==> config.mk <==
export PLATFORM = sky130hd
export DESIGN_NAME = pipe_skid_reg
export DESIGN_NICKNAME = d
export VERILOG_FILES = /design/src/rtl/pipe_skid_reg.sv
export SDC_FILE = /design/constraint.sdc
export NUM_CORES = 1
export LEC_CHECK = 0
export CAP_MARGIN = 40
export CORE_ASPECT_RATIO = 0.7
export CORE_UTILIZATION = 40
export DETAILED_ROUTE_END_ITERATION = 10
export GPL_TIMING_DRIVEN = 0
export PLACE_DENSITY = 0.68
export SYNTH_ARGS = -nofsm -noshare
export SYNTH_HDL_FRONTEND = slang
export SYNTH_SLANG_ARGS = --single-unit
==> constraint.sdc <==
create_clock -name clk -period 4.65 [get_ports clk]
set_input_delay 0.6975 -clock clk [delete_from_list [all_inputs] [get_ports clk]]
set_output_delay 0.6975 -clock clk [all_outputs]
set_load 0.02 [all_outputs]
==> src/rtl/pipe_skid_reg.sv <==
// Two-entry elastic pipeline register with registered back-pressure.
// Holds up to two words between pipeline stages and keeps full throughput.
//
// Ports:
//   clk, rst_n   clock; synchronous active-low reset
//   flush        discard all held words
//   in_valid     producer offers in_data
//   in_ready     block can accept a word
//   in_data      producer word
//   out_valid    out_data holds a valid word
//   out_ready    consumer accepts out_data
//   out_data     oldest held word
//   occupancy    words held (0..2)
//   xfer_cnt     completed output transfers, wrapping
module pipe_skid_reg #(
  parameter int WIDTH = 16,
  parameter int CNT_W = 16
) (
  input  logic             clk,
  input  logic             rst_n,
  input  logic             flush,
  input  logic             in_valid,
  output logic             in_ready,
  input  logic [WIDTH-1:0] in_data,
  output logic             out_valid,
  input  logic             out_ready,
  output logic [WIDTH-1:0] out_data,
  output logic [1:0]       occupancy,
  output logic [CNT_W-1:0] xfer_cnt
);

  // The encoding equals the word count, so occupancy is the state itself.
  localparam logic [1:0] S_EMPTY = 2'd0;
  localparam logic [1:0] S_ONE   = 2'd1;
  localparam logic [1:0] S_TWO   = 2'd2;

  logic [1:0]       state_q, state_d;
  logic [WIDTH-1:0] main_q, main_d;
  logic [WIDTH-1:0] skid_q, skid_d;
  logic [CNT_W-1:0] cnt_q, cnt_d;

  logic in_fire;
  logic out_fire;
  logic is_empty;
  logic is_one;
  logic is_two;

  assign is_empty = (state_q == S_EMPTY);
  assign is_one   = (state_q == S_ONE);
  assign is_two   = (state_q == S_TWO);

  // Every output comes straight from a flop: no in->out path.
  assign out_valid = !is_empty;
  assign in_ready  = !is_two;
  assign out_data  = main_q;
  assign occupancy = state_q;
  assign xfer_cnt  = cnt_q;

  assign in_fire  = in_valid & in_ready;
  assign out_fire = out_valid & out_ready;

  always_comb begin
    state_d = state_q;
    main_d  = main_q;
    skid_d  = skid_q;
    cnt_d   = cnt_q;
    if (flush) begin
      // Data regs are kept so out_data stays at its last value.
      state_d = S_EMPTY;
    end else begin
      if (out_fire) begin
        cnt_d = cnt_q + CNT_W'(1);
      end
      unique case (1'b1)
        is_empty: begin
          if (in_fire) begin
            main_d  = in_data;
            state_d = S_ONE;
          end
        end
        is_one: begin
          if (in_fire && out_fire) begin
            main_d = in_data;
          end else if (in_fire) begin
            skid_d  = in_data;
            state_d = S_TWO;
          end else if (out_fire) begin
            state_d = S_EMPTY;
          end
        end
        is_two: begin
          if (out_fire) begin
            main_d  = skid_q;
            state_d = S_ONE;
          end
        end
        default: begin
          state_d = S_EMPTY;
        end
      endcase
    end
  end

  always_ff @(posedge clk) begin
    if (!rst_n) begin
      state_q <= S_EMPTY;
      main_q  <= '0;
      skid_q  <= '0;
      cnt_q   <= '0;
    end else begin
      state_q <= state_d;
      main_q  <= main_d;
      skid_q  <= skid_d;
      cnt_q   <= cnt_d;
    end
  end

endmodule

# [Word level (Yosys, flattened, before mapping)]
# Index checks and enable logic that the tools add are counted.
[totals] regBits=50 input_bits=21 elab_cells=37
[op_classes] add_sub_neg=1 muxes=10 n_reduce_logical=10 n_eq_ne=7 bitwise_logic=5
[op_table] operator="2-to-1 mux 16 bit" n=3
[op_table] operator="case mux 16 bit (3 select lines)" n=1
[op_table] operator="adder 16 x 1 -> 16 bit (second input constant)" n=1
[op_table] operator="2-to-1 mux 2 bit" n=5
[op_table] operator="AND reduction 4 bit" n=2
[op_table] operator="!= test 2 bit (second input constant)" n=3
[op_table] operator="case mux 2 bit (3 select lines)" n=1
[op_table] operator="AND reduction 5 bit" n=1
[op_table] operator="!= test 3 bit (second input constant)" n=1
[op_table] operator="inverter 1 bit" n=3
[op_table] operator="nonzero test 3 bit" n=1
[op_table] operator="bitwise AND 1 bit" n=2
[op_table] operator="== test 2 x 1 -> 1 bit (second input constant)" n=1
[op_table] operator="== test 2 bit (second input constant)" n=1
[op_table] operator="logical NOT 1 bit" n=2
[op_table] operator="logical NOT 2 bit" n=1
[op_table] operator="!= test 2 x 1 -> 1 bit (second input constant)" n=1
[op_table] operator="AND reduction 2 bit" n=1
[op_table] operator="OR reduction 2 bit" n=1
[op_table] operator="logical AND 1 bit" n=1

# [Depth between registers and ports, before layout]
[depth] depth_word=7 depth_mapped=6

# [Worst setup path after synthesis]
# Ideal clock, no wire load.
[synth_path] path_kind="input-to-reg" from="input flush" to="register cnt_q[14], in the netlist xfer_cnt[14]" path_stages=5 required_ns=4.578 setup_slack_ns=2.766 n_path_buf=1 arrival_time_ns=1.813 path_cell_list="nand2b_1 buf_6 or3_4 nor4b_2 mux2i_1"
[synth_between] elab_chain_cells=2
[synth_rtl] element="start: declaration" line="21" rtl="input logic flush,"
[synth_rtl] element="inverter 1 bit (no source line)"
[synth_rtl] element="AND reduction 2 bit (no source line)"
[synth_rtl] element="end signal: assignment" line="114" rtl="cnt_q <= cnt_d;"
[synth_rtl] element="end: declaration" line="40" rtl="logic [CNT_W-1:0] cnt_q, cnt_d;"
# No other way between the ends.
# A chain may end at the register's enable or synchronous reset.

# [Worst setup path after layout]
[layout_path] from="register state_q[0], in the netlist occupancy[0]" to="output in_ready"
[layout_between] elab_chain_cells=2
[layout_rtl] element="start: declaration" line="37" rtl="logic [1:0] state_q, state_d;"
[layout_rtl] element="start signal: assignment" line="111" rtl="state_q <= state_d;"
[layout_rtl] element="== test 2 bit" line="50" rtl="assign is_two = (state_q == S_TWO);"
[layout_rtl] element="logical NOT 1 bit" line="54" rtl="assign in_ready = !is_two;"
[layout_rtl] element="end: declaration" line="23" rtl="output logic in_ready,"
# No other way between the ends.

==> results_tabular.tex <==
\begin{tabular}{lr}
\hline
Metric & Value \\
\hline
\multicolumn{2}{l}{\textbf{Timing}} \\
\quad Worst Setup Slack, final & 1.85 ns \\
\quad Count of endpoints failing setup in the final report & 0 \\
\quad Fin Clk Skew & 0.00520 ns \\
\quad Setup Total Neg Slack & 0 ns \\
\quad RSZ-0062 raised after global routing & false \\
\quad Final min period & 2.80 ns \\
\quad Total count of max-transition violations in the final report & 0 \\
\quad F\_max & 0.357 GHz \\
\quad Tcrit/Tclk final & 60.3\% \\
\quad Transition time at the pin with the least slew margin & 0.611 ns \\
\quad Normalized max-slew margin & 59.1\% \\
\quad Final Hold Fails & 0 \\
\multicolumn{2}{l}{\textbf{Placement}} \\
\quad Post-placement worst setup slack & 1.99 ns \\
\quad \# port buffers & 56 \\
\quad Gpl congestion & 0.769 \\
\quad Detail Placement HPWL & 3540 um \\
\multicolumn{2}{l}{\textbf{Synthesis}} \\
\quad Area contributors post-synth & dfxtp\_1, mux2i\_1, a211oi\_1 \\
\quad Most area-hungry cell type in the Yosys netlist & dfxtp\_1 \\
\quad Cell with the most instances after synthesis & dfxtp\_1 \\
\quad Fraction of post-synthesis cell area in the top cell type by area & 45.3\% \\
\quad Average size of a mapped cell & 9.65 um2 \\
\quad Top FF cell, synth & dfxtp\_1 \\
\quad Adder and majority cell fraction of the synthesized area & 0.566\% \\
\quad Proportion of synthesized area in mux cells & 17.2\% \\
\quad Cell types with the highest counts after synthesis & dfxtp\_1, mux2i\_1, nor2\_1 \\
\quad Synthesized-area fraction occupied by ao, oa, aoi and oai cells & 12.9\% \\
\quad XOR/XNOR Fraction of Synth Area & 2.77\% \\
\quad Number of flip-flops and latches in the synthesized netlist & 50 \\
\quad Count of mapped cells out of synthesis & 229 \\
\quad Number of distinct library cells after synthesis & 38 \\
\quad Fraction of the mapped netlist area in simple logic gates & 17.2\% \\
\quad Register area share after synthesis & 45.3\% \\
\quad Yosys warning total & 0 \\
\quad Async set or reset register ratio after synthesis & 0\% \\
\quad Count of flip-flops with a built-in enable after synthesis & 0 \\
\quad Dominant combinational cell family by area after synthesis & simple AND/OR/NAND/NOR gates \\
\quad Area of the mapped netlist & 0.00221 mm2 \\
\quad Syn\_nets & 251 \\
\multicolumn{2}{l}{\textbf{Clocking}} \\
\quad Post-cts hold buffer count & 0 \\
\quad Clk Latency, worst-skew pair & 0.30 ns \\
\quad Gates resized, CTS repair & 0 \\
\quad Clock tree from TritonCTS & done \\
\quad Buffer depth of the longest clock path & 2 \\
\quad CTS clk-pin slew, worst paths & 0.08 ns \\
\quad Root buf cell & clkbuf\_8 \\
\quad Clock sink count & 50 \\
\quad H-tree levels & 2 \\
\quad Total setup buffers inserted after CTS & 0 \\
\quad Number of buffers inserted during clock tree synthesis & 5 \\
\multicolumn{2}{l}{\textbf{Setup path}} \\
\quad Critical path startpoint category & flip-flop \\
\quad Highest net fanout along the worst path & 10 \\
\quad Critical path data required time & 3.95 ns \\
\quad Setup Crit Path Kind & reg -> out \\
\quad Critical path endpoint category & output port \\
\quad Arrival time reported for the critical path endpoint & 2.11 ns \\
\multicolumn{2}{l}{\textbf{Global route}} \\
\quad GRT Resource Usage Total & 18.1\% \\
\quad Total gr overflow & 0 \\
\quad Vias in the first global route & 1683 \\
\quad Initial antenna violation count & 0 \\
\quad Pin count of the biggest net entering global routing & 15 \\
\quad First-pass GRT wire length & 8240 um \\
\multicolumn{2}{l}{\textbf{Layout}} \\
\quad Number of antenna repair diodes & 0 \\
\quad Share of post-route cells with drive strength above 1 & 6.83\% \\
\quad Final layout net count & 314 \\
\quad Fillers & 480 \\
\quad Area growth from synthesis to layout & 33.6\% \\
\multicolumn{2}{l}{\textbf{Floorplanning}} \\
\quad Ports & 57 \\
\quad Chip Height & 64.2 um \\
\quad Standard-cell rows & 22 \\
\quad Initial core utilization & 41.8\% \\
\quad Area of the die & 0.00583 mm2 \\
\quad CORE AREA & 0.00529 mm2 \\
\quad Die Width & 90.8 um \\
\multicolumn{2}{l}{\textbf{Run}} \\
\quad Number of max-capacitance violations reported & 0 \\
\multicolumn{2}{l}{\textbf{Detailed routing}} \\
\quad Via density & 5.10 \\
\quad Violation count after the first detailed-route iteration & 91 \\
\quad Post-DRT Antenna Nets & 0 \\
\quad Length of the first detailed-routing pass in iterations & 4 \\
\quad DRC & 0 \\
\quad Via Count & 1860 \\
\quad Routed WL & 4930 um \\
\quad WL per Instance & 13.5 um \\
\multicolumn{2}{l}{\textbf{Min path}} \\
\quad Worst hold path type & reg -> reg \\
\multicolumn{2}{l}{\textbf{Power}} \\
\quad Leakage power & 1.11 nW \\
\quad Pwr per Cell Area & 280 mW/mm2 \\
\quad Max VDD drop & 0.115 mV \\
\multicolumn{2}{l}{\textbf{Outcome}} \\
\quad Status & complete, no violations \\
\hline
\end{tabular}
-- worst max-delay path: stages, from the launching register on --
cell and delay, ns:
dfxtp_1 0.48, nand2b_1 0.14, buf_2 0.27, buf_4 0.28, clkdlybuf4s50_1 0.64
-- flip-flops by register name, indices dropped and copies added (netlist names) --
name,cells
skid_q,16
out_data,16
xfer_cnt,16
occupancy,2
-- routing by layer --
layer / vias up / global-route usage [%] / share of wire, %
met3: 7 / 3.93 / 5.7
li1: 950 / - / -
met5: - / 0 / 0
met4: 0 / 5.95 / 1.2
met2: 55 / 25.0 / 39
met1: 848 / 27.5 / 54
-- layout by cell type, fill, tap and decap left out, types with 2 or more instances in the layout --
| cell | instances |
|---|---|
| clkdlybuf4s50_1 | 56 |
| dfxtp_1 | 50 |
| mux2i_1 | 38 |
| nor2_1 | 25 |
| a21oi_1 | 20 |
| a211oi_1 | 16 |
| nand2_1 | 12 |
| nand2b_1 | 8 |
| clkbuf_1 | 7 |
| xnor2_1 | 7 |
| clkbuf_8 | 6 |
| buf_2 | 5 |
| nand3_1 | 4 |
| nand4_1 | 4 |
| nor4_1 | 3 |
| buf_4 | 2 |
| inv_1 | 2 |
| clkinv_1 | 2 |
| o21ai_0 | 2 |
| nor3b_1 | 2 |
| and3_1 | 2 |
-- through the flow --
step | hold slack, ns | power [mW] | area (um2) | instances | utilization [%]
2_1_floorplan | 0.460 | 0.518 | 2210 | 229 | -
3_3_place_gp | 0.462 | 0.576 | 2860 | 357 | 54.1
3_5_place_dp | 0.467 | 0.576 | 2860 | 357 | 54.1
4_1_cts | 0.482 | 0.835 | 2950 | 365 | 55.8
5_1_grt | 0.517 | 0.870 | 2950 | 365 | 55.8
6_report | 0.481 | 0.825 | 2950 | 365 | 55.8
-- final timing paths --
check	startpoint	depth (start not counted)	end	slack, ns
min reg2reg	xfer_cnt[15]	2	xfer_cnt[15]	0.48
max	occupancy[0]	4	in_ready	1.85
max reg2reg	occupancy[1]	6	out_data[6]	2.84
min	xfer_cnt[15]	2	xfer_cnt[15]	0.48
-- power by group --
part	switching [mW]	internal [mW]
combinational	0.0598	0.0565
sequential	0.00851	0.441
clock	0.139	0.120
total	0.207	0.618
-- cells by family (layout without fill, tap and decap cells) --
kind of cell,count (synthesis),in the layout
AO/OA/AOI/OAI,44,44
flip-flops,50,50
XOR/XNOR,7,7
buffers and inverters,18,82
multiplexers,38,38
AND/OR/NAND/NOR,71,71
adder cells (fa/ha/maj),1,1
-- cell type report --
type / instances / area, um2 / share of cell area (%)
flip-flops and latches: 50 / 1000 / 33.9
clock inverters: 1 / 5.00 / 0.170
plain buffers: 14 / 73.8 / 2.50
clock buffers: 7 / 86.3 / 2.92
multi-input cells: 161 / 1120 / 37.9
inverters: 4 / 15.0 / 0.509
repair buffers: 56 / 561 / 19.0
well taps: 72 / 90.1 / 3.05
No activity file was read; power rests on OpenSTA's default activity.
